<file path="config.mk">
export PLATFORM = sky130hd
export DESIGN_NAME = rom_arbiter
export DESIGN_NICKNAME = d
export VERILOG_FILES = /design/src/rtl/rom_arbiter.sv
export SDC_FILE = /design/constraint.sdc
export NUM_CORES = 1
export LEC_CHECK = 0
export ABC_AREA = 1
export ABC_CLOCK_PERIOD_IN_PS = 1400
export CAP_MARGIN = 20
export CORE_MARGIN = 2
export CORE_UTILIZATION = 28
export CTS_CLUSTER_DIAMETER = 40
export CTS_CLUSTER_SIZE = 28
export DETAILED_ROUTE_END_ITERATION = 8
export HOLD_SLACK_MARGIN = 0.06
export PLACE_DENSITY_LB_ADDON = 0.1
export SLEW_MARGIN = 40
export SYNTH_ARGS = -nofsm -noshare
export SYNTH_HDL_FRONTEND = slang
export SYNTH_SLANG_ARGS = --single-unit
</file>
<file path="constraint.sdc">
create_clock -name i_clk -period 1.4 [get_ports i_clk]
set_clock_uncertainty 0.1 [all_clocks]
set_input_delay 0.28 -clock i_clk [delete_from_list [all_inputs] [get_ports i_clk]]
set_output_delay 0.28 -clock i_clk [all_outputs]
set_load 0.005 [all_outputs]
</file>
<file path="src/rtl/rom_arbiter.sv">
// rtl/rom_arbiter.sv - program ROM arbiter between MCU fetch port and host download port
// Optional download checksum is built only when ROM_CHECKSUM_EN is defined.
module rom_arbiter #(
  parameter int AW          = 11,
  parameter int RELEASE_CYC = 16
) (
  input  logic          i_clk,
  input  logic          i_reset,
  input  logic          i_cpu_req,
  input  logic [AW-1:0] i_cpu_addr,
  output logic [7:0]    o_cpu_data,
  output logic          o_cpu_valid,
  output logic          o_cpu_rst,
  input  logic          i_dl_busy,
  input  logic          i_dl_wr,
  input  logic [AW-1:0] i_dl_addr,
  input  logic [7:0]    i_dl_data,
  output logic          o_dl_ack,
  output logic [AW-1:0] o_mem_addr,
  output logic          o_mem_we,
  output logic [7:0]    o_mem_wdata,
  input  logic [7:0]    i_mem_rdata,
  output logic [7:0]    o_checksum
);

  typedef enum logic [1:0] {
    ST_RUN  = 2'd0,
    ST_LOAD = 2'd1,
    ST_HOLD = 2'd2
  } state_t;

  localparam logic [7:0] CNT_INIT = 8'(RELEASE_CYC - 1);

  state_t     r_state;
  state_t     w_state_nxt;
  logic [7:0] r_cnt;
  logic [7:0] w_cnt_nxt;
  logic       r_cpu_valid;
  logic       r_dl_ack;
  logic       w_wr_accept;
  logic       w_rd_accept;
  logic       w_load_entry;

  always_ff @(posedge i_clk) begin
    if (i_reset) begin
      r_state <= ST_HOLD;
      r_cnt   <= CNT_INIT;
    end else begin
      r_state <= w_state_nxt;
      r_cnt   <= w_cnt_nxt;
    end
  end

  // HOLD counts RELEASE_CYC-1 down to 0, so the CPU sees exactly RELEASE_CYC held cycles.
  always_comb begin
    w_state_nxt = r_state;
    w_cnt_nxt   = r_cnt;
    case (r_state)
      ST_RUN: begin
        if (i_dl_busy) w_state_nxt = ST_LOAD;
      end
      ST_LOAD: begin
        if (!i_dl_busy) begin
          w_state_nxt = ST_HOLD;
          w_cnt_nxt   = CNT_INIT;
        end
      end
      ST_HOLD: begin
        if (i_dl_busy) begin
          w_state_nxt = ST_LOAD;
        end else if (r_cnt == 8'd0) begin
          w_state_nxt = ST_RUN;
        end else begin
          w_cnt_nxt = r_cnt - 8'd1;
        end
      end
      default: begin
        w_state_nxt = ST_HOLD;
        w_cnt_nxt   = CNT_INIT;
      end
    endcase
  end

  // A read issued in the cycle dl_busy rises loses the ROM, so it never returns data.
  assign w_wr_accept  = (r_state == ST_LOAD) && i_dl_wr && !i_reset;
  assign w_rd_accept  = (r_state == ST_RUN) && i_cpu_req && !i_dl_busy && !i_reset;
  assign w_load_entry = (r_state != ST_LOAD) && (w_state_nxt == ST_LOAD);

  always_ff @(posedge i_clk) begin
    if (i_reset) begin
      r_cpu_valid <= 1'b0;
      r_dl_ack    <= 1'b0;
    end else begin
      r_cpu_valid <= w_rd_accept;
      r_dl_ack    <= w_wr_accept;
    end
  end

  assign o_mem_addr  = (r_state == ST_LOAD) ? i_dl_addr : i_cpu_addr;
  assign o_mem_we    = w_wr_accept;
  assign o_mem_wdata = i_dl_data;
  assign o_cpu_data  = i_mem_rdata;
  assign o_cpu_valid = r_cpu_valid;
  assign o_cpu_rst   = (r_state != ST_RUN);
  assign o_dl_ack    = r_dl_ack;

`ifdef ROM_CHECKSUM_EN
  logic [7:0] r_checksum;

  always_ff @(posedge i_clk) begin
    if (i_reset) begin
      r_checksum <= 8'h00;
    end else if (w_load_entry) begin
      r_checksum <= 8'h00;
    end else if (w_wr_accept) begin
      r_checksum <= r_checksum + i_dl_data;
    end
  end

  assign o_checksum = r_checksum;
`else
  logic w_unused_entry;
  assign w_unused_entry = w_load_entry;
  assign o_checksum     = 8'h00;
`endif

endmodule

</file>
==> out/results.ini, run 1 <==
[run_status]
status = complete, but fails checks
violations = negative setup slack

[placement]
hpwlAfterDp_mm = 1.69
dpl_worst_slack_ns = -0.432
gp_congestion = 0.777
numPortBuffers = 41

[hold_path]
min_to = r_state[0]$_SDFFE_PP0P_
whs_path_depth = 4
min_path_type = in -> reg
hold_start = i_dl_busy

[finish]
layout_commonest_cell = clkdlybuf4s50_1
syn_to_final_growth_pct = 74.9
drive_above_1_share_pct = 51.5
num-nets-final = 210
layout_common_cells = 25 x clkdlybuf4s50_1, 17 x buf_4, 13 x buf_6
insertedDiodeCount = 0
fillers = 291

[synth]
yosysUniqueCellTypes = 26
synth-seq-area-share_pct = 26.6
avgSynthCellArea_sq_um = 7.79
ys_seq_elements = 12
yosys_warnings = 0
netlist_area_sq_um = 903
netlist_instances = 116

[clock_tree]
cts_sinks = 12
cts_root_buf = clkbuf_4
cts_made_buffers = 3
clk_pin_slew_worst_paths_ns = 0.07
cts_tree = built
holdBufCountCts = 0
clk_path_buf_depth = 2
cts_max_level = 1
clock_latency_ns = 0.26

[setup_path]
end_kind = output port
rr_worst_depth = 7
r2r_start = r_cnt[1]$_SDFFE_PP1P_
r2r_end = r_cnt[4]$_SDFFE_PP0P_
r2r_slack_ns = -0.01
worstPathArrival_ns = 1.23
crit_type = reg -> out
start_kind = flop
critPathRequiredTime_ns = 1.02
crit_fanout = 5

[drt]
drc = 0
vias_per_cell = 4.31
vias = 893
wl_per_cell_um = 12.5
drt_iter0_drc = 24
routed_wl_mm = 2.59
ant_nets = 0
firstDrtPassIters = 4

[power_and_ir_drop]
vdd_ir_drop_max_mv = 0.453
power_density_mw_per_mm2 = 584
leakage_uw = 0.000710
power.total_uw = 923

[floorplan]
start_util_pct = 29.6
io_pins = 82
dieArea_sq_mm = 0.00370
die_h_um = 60.8
fp.coreArea_sq_mm = 0.00305
die_w_um = 60.8
rows = 20

[global_routing]
track_usage_pct = 12.4
grt_pass1_vias = 786
grt_max_degree = 15
overflow = 0
grt_pass1_wl_mm = 3.53
antenna_found_initial = 0

[timing]
fin_crit_ns = 1.61
setup_viol = 14
hold_viol_final = 0
fin_ws_ns = -0.206
slew_viol_final = 0
rsz0062_at_grt = true
fmax_mhz = 623
final.setup.tns_ns = -2.24
fin_crit_sh_pct = 115

[flow_run]
maxCapViolations = 0

==> what timing repair did <==
action                                  CTS  global route
cloned                                    1             1
pin swaps                                 3            10
gates resized for setup                  79            39
buffers inserted                          2             5
endpoints found under the setup margin   22            21
==> area by class of cell <==
type	instances	area, sq um	area share, %
Clock buffer	3	22.5	1.43
Inverter	8	38.8	2.45
Multi-Input combinational cell	79	647	40.9
Sequential cell	12	248	15.7
Tap cell	44	55.1	3.48
Timing Repair Buffer	61	569	36.0
==> worst max-delay path, cell delays in order, from the launching register on <==
cell and delay, ns:
dfxtp_2 0.35, inv_4 0.06, nand2_4 0.11, mux2_1 0.32, buf_2 0.13
==> synthesized netlist by cell type, drive strengths merged <==
cell type | instances | area share, %
buf | 26 | 22
nand2 | 18 | 8.6
nor2 | 15 | 6.8
dfxtp | 12 | 27
mux2 | 11 | 14
a21oi | 7 | 4.3
inv | 7 | 2.9
nand3 | 7 | 3.9
nor3 | 3 | 1.7
o21ai | 3 | 3.3
ha | 2 | 2.8
a211oi | 1 | 0.83
clkinv | 1 | 0.42
conb | 1 | 0.42
o211ai | 1 | 1.4
or2 | 1 | 0.69
==> sequential cells by signal, indices dropped and copies added (netlist names) <==
name	count
r_cnt	8
r_state	2
o_cpu_valid	1
o_dl_ack	1
==> routing by layer <==
metal | track usage [%] | up-vias | share of wire (%)
li1 | - | 440 | -
met1 | 13.9 | 407 | 38
met2 | 22.1 | 44 | 51
met3 | 5.76 | 2 | 10
met4 | 1.24 | 0 | 0.077
met5 | 0 | - | 0
==> report_power, final <==
group / internal, uW / total, uW / switching, uW / leakage, uW
logic: 214 / 354 / 140 / 0.000599
clock network: 99.2 / 204 / 105 / 0.0000138
registers: 353 / 365 / 12.1 / 0.0000975
total: 666 / 923 / 257 / 0.000710
==> how the worst max path moves through the flow <==
stage	from	depth (start not counted)	end	slack (ns)
floorplan	r_cnt[0]$_SDFFE_PP1P_	8	r_cnt[3]$_SDFFE_PP1P_	0.01
global placement	r_state[1]$_SDFFE_PP1P_	4	o_mem_addr[10]	-0.42
detailed placement	i_cpu_addr[5]	3	o_mem_addr[5]	-0.43
CTS	r_state[1]$_SDFFE_PP1P_	4	o_mem_addr[5]	-0.21
global route	r_state[1]$_SDFFE_PP1P_	4	o_mem_addr[7]	-0.25
finish	r_state[1]$_SDFFE_PP1P_	4	o_mem_addr[7]	-0.21
==> cell families after synthesis <==
group	synth area share, %
other	0.415
and+or+nand+nor	21.6
muxes	13.7
adders and majority gates	2.77
AOI/OAI and AO/OA	9.83
buffers and inverters	25.1
DFF	26.6
==> stage by stage <==
stage	std cells	hold slack (ns)	util, %	cell area (sq um)
floorplan	123	0.258	-	938
global placement	195	0.394	42.5	1300
CTS	201	0.427	45.5	1390
detailed placement	195	0.409	42.5	1300
finish	207	0.339	51.8	1580
global route	207	0.361	51.8	1580
Note: power is estimated with default switching activity, not from simulation.
==> inputs of run 2 (changes only) <==
Settings changed: CAP_MARGIN 20 to not set, SETUP_SLACK_MARGIN set to 0.3.
==> run 2 against run 1 <==
Hold slack gained 0.070 ns. The flow still finishes with violations (negative setup slack). First-iteration DRC count down 21%. Routed wire length up 2.2%. Global-route usage up 1.9 points. Flip-flop and latch count unchanged. Die area did not move. Clock power rose by 36%.
==> out/results.ini, run 2 (synthesis gave the netlist of run 1 again) <==
[global_routing]
overflow = 0  ; unchanged
grt_pass1_vias = 858  ; +9.2%
track_usage_pct = 14.3  ; +1.9 points
grt_max_degree = 8  ; -7
grt_pass1_wl_mm = 3.88  ; +9.8%
antenna_found_initial = 0  ; unchanged

[clock_tree]
cts_max_level = 1  ; unchanged
clk_path_buf_depth = 2  ; unchanged
cts_root_buf = clkbuf_4
clk_pin_slew_worst_paths_ns = 0.08  ; about the same
holdBufCountCts = 0  ; unchanged
clock_latency_ns = 0.27  ; about the same
cts_made_buffers = 3  ; unchanged
cts_sinks = 12  ; unchanged
cts_tree = built

[setup_path]
start_kind = flop
worstPathArrival_ns = 1.39  ; +0.16 ns
end_kind = output port
r2r_start = r_cnt[0]$_SDFFE_PP1P_
critPathRequiredTime_ns = 1.02  ; about the same
crit_type = reg -> out
crit_fanout = 6  ; +1
r2r_slack_ns = 0.01  ; +0.02 ns
rr_worst_depth = 7  ; unchanged
r2r_end = r_cnt[2]$_SDFFE_PP1P_

[finish]
fillers = 292  ; +0.34%
postLayoutCellArea_sq_mm = 0.00167  ; +5.6%
num-nets-final = 214  ; +1.9%
reg.largest.list = r_cnt: 8 flops, r_state: 2 flops
syn_to_final_growth_pct = 84.8
regMostFlops = r_cnt
fin_cells = 212  ; +2.4%
largest_register_ffs = 8  ; unchanged
layout_common_cells = 25 x clkdlybuf4s50_1, 21 x buf_6, 14 x buf_4
layout_commonest_cell = clkdlybuf4s50_1
insertedDiodeCount = 0  ; unchanged
drive_above_1_share_pct = 56.5  ; +5.0 points

[power_and_ir_drop]
swShare_pct = 26.7  ; -1.2 points
power.total_uw = 1010  ; +9.6%
power.internal_uw = 742  ; +11%
power_density_mw_per_mm2 = 606  ; +3.7%
power_frac_clock_pct = 27.3  ; +5.2 points
p_comb_share_pct = 36.8  ; -1.5 points
p_switching_uw = 270  ; +4.9%
leakage_uw = 0.000743  ; +4.6%
vdd_ir_drop_max_mv = 0.324  ; -28%
power.share.sequential_pct = 35.9  ; -3.7 points

[timing]
rsz0062_at_grt = true
setup_viol = 13  ; -1
fin_crit_sh_pct = 126  ; +11 points
hold_viol_final = 0  ; unchanged
slew_viol_final = 0  ; unchanged
fin_crit_ns = 1.77  ; +0.159 ns
fin_ws_ns = -0.365  ; -0.159 ns
fmax_mhz = 566  ; -9.0%
timing.hold.ws_ns = 0.409  ; +0.0700 ns

[drt]
drt_iter0_drc = 19  ; -21%
ant_nets = 0  ; unchanged
routed_wl_mm = 2.65  ; +2.2%
vias_per_cell = 4.36  ; +1.0%
drc = 0  ; unchanged
vias = 924  ; +3.5%
wl_per_cell_um = 12.5  ; -0.25%
firstDrtPassIters = 2  ; -2

[placement]
placed_area_sq_mm = 0.00135  ; +3.9%
gp_congestion = 0.720  ; -7.4%
hpwlAfterDp_mm = 1.82  ; +7.6%
numPortBuffers = 41  ; unchanged
place_inst = 192  ; -1.5%

[run_status]
status = complete, but fails checks
violations = negative setup slack

[flow_run]
maxCapViolations = 0  ; unchanged

[hold_path]
whs_path_depth = 2  ; -2
min_to = r_cnt[3]$_SDFFE_PP1P_
hold_start = r_cnt[3]$_SDFFE_PP1P_
min_path_type = reg -> reg

[floorplan]
start_util_pct = 29.6  ; unchanged
die_w_um = 60.8  ; unchanged
fp.coreArea_sq_mm = 0.00305  ; unchanged
dieArea_sq_mm = 0.00370  ; unchanged
rows = 20  ; unchanged
io_pins = 82  ; unchanged
die_h_um = 60.8  ; unchanged

[run 2: cell count changes in the layout (fill, tap and decap cells not counted), sizes merged]
cell and change:
buf +7, clkbuf +1, clkinv +1, clkinvlp -1
dlygate4sd2 -1, dlymetal6s2s -1, nand2 -1
[run 2: critical path, stage by stage, from the launching register on]
cell	delay, ns
dfxtp_2	0.34
inv_4	0.07
nand2_8	0.05
buf_8	0.13
buf_6	0.11
mux2_4	0.29
buf_6	0.12
[run 2: worst max path at each step]
stage	start	end	slack, ns	cells after the start
2_1_floorplan	r_cnt[1]$_SDFFE_PP1P_	r_cnt[3]$_SDFFE_PP1P_	0.08	8
3_3_place_gp	i_reset	o_mem_we	-0.41	5
3_5_place_dp	i_reset	o_mem_we	-0.41	5
4_1_cts	r_state[1]$_SDFFE_PP1P_	o_mem_addr[7]	-0.38	6
5_1_grt	r_state[1]$_SDFFE_PP1P_	o_mem_addr[7]	-0.42	6
6_report	r_state[1]$_SDFFE_PP1P_	o_mem_addr[7]	-0.37	6
[run 2: timing repair]
item	CTS	global route
endpoints found under the setup margin	24	24
buffers inserted	13	2
pin swaps	11	7
cloned	1	0
resized for setup	102	15
[run 2: metrics by stage]
| stage | worst slack, ns | setup TNS (ns) | util [%] |
|---|---|---|---|
| 6_report | -0.365 | -3.63 | 54.7 |
| 5_1_grt | -0.421 | -4.60 | 54.7 |
| 4_1_cts | -0.376 | -3.79 | 52.5 |
| 3_5_place_dp | -0.411 | -7.04 | 44.2 |
| 3_3_place_gp | -0.409 | -6.68 | 44.2 |
| 2_1_floorplan | 0.0770 | 0 | - |
[run 2: cell type report]
cell class	count	area, sq um	share of cell area [%]
multi-input combinational	78	637	38.2
clock buffer	4	36.3	2.17
sequential	12	254	15.2
tap	44	55.1	3.30
timing repair buffer	66	651	39.0
inverter	8	36.3	2.17
[run 2: layer usage]
metal | part of all wire [%] | up-vias | track usage (%)
met5 | 0 | - | 0
met4 | 0.49 | 0 | 2.80
met3 | 11 | 2 | 6.82
met2 | 50 | 47 | 25.5
met1 | 38 | 425 | 15.3
li1 | - | 450 | -
[run 2: power groups by stage]
stage / Clock [uW] / Sequential, uW / Combinational, uW
floorplan: 0 / 370 / 181
global placement: 0 / 370 / 279
detailed placement: 0 / 370 / 285
CTS: 290 / 364 / 360
global route: 313 / 365 / 403
finish: 277 / 363 / 372
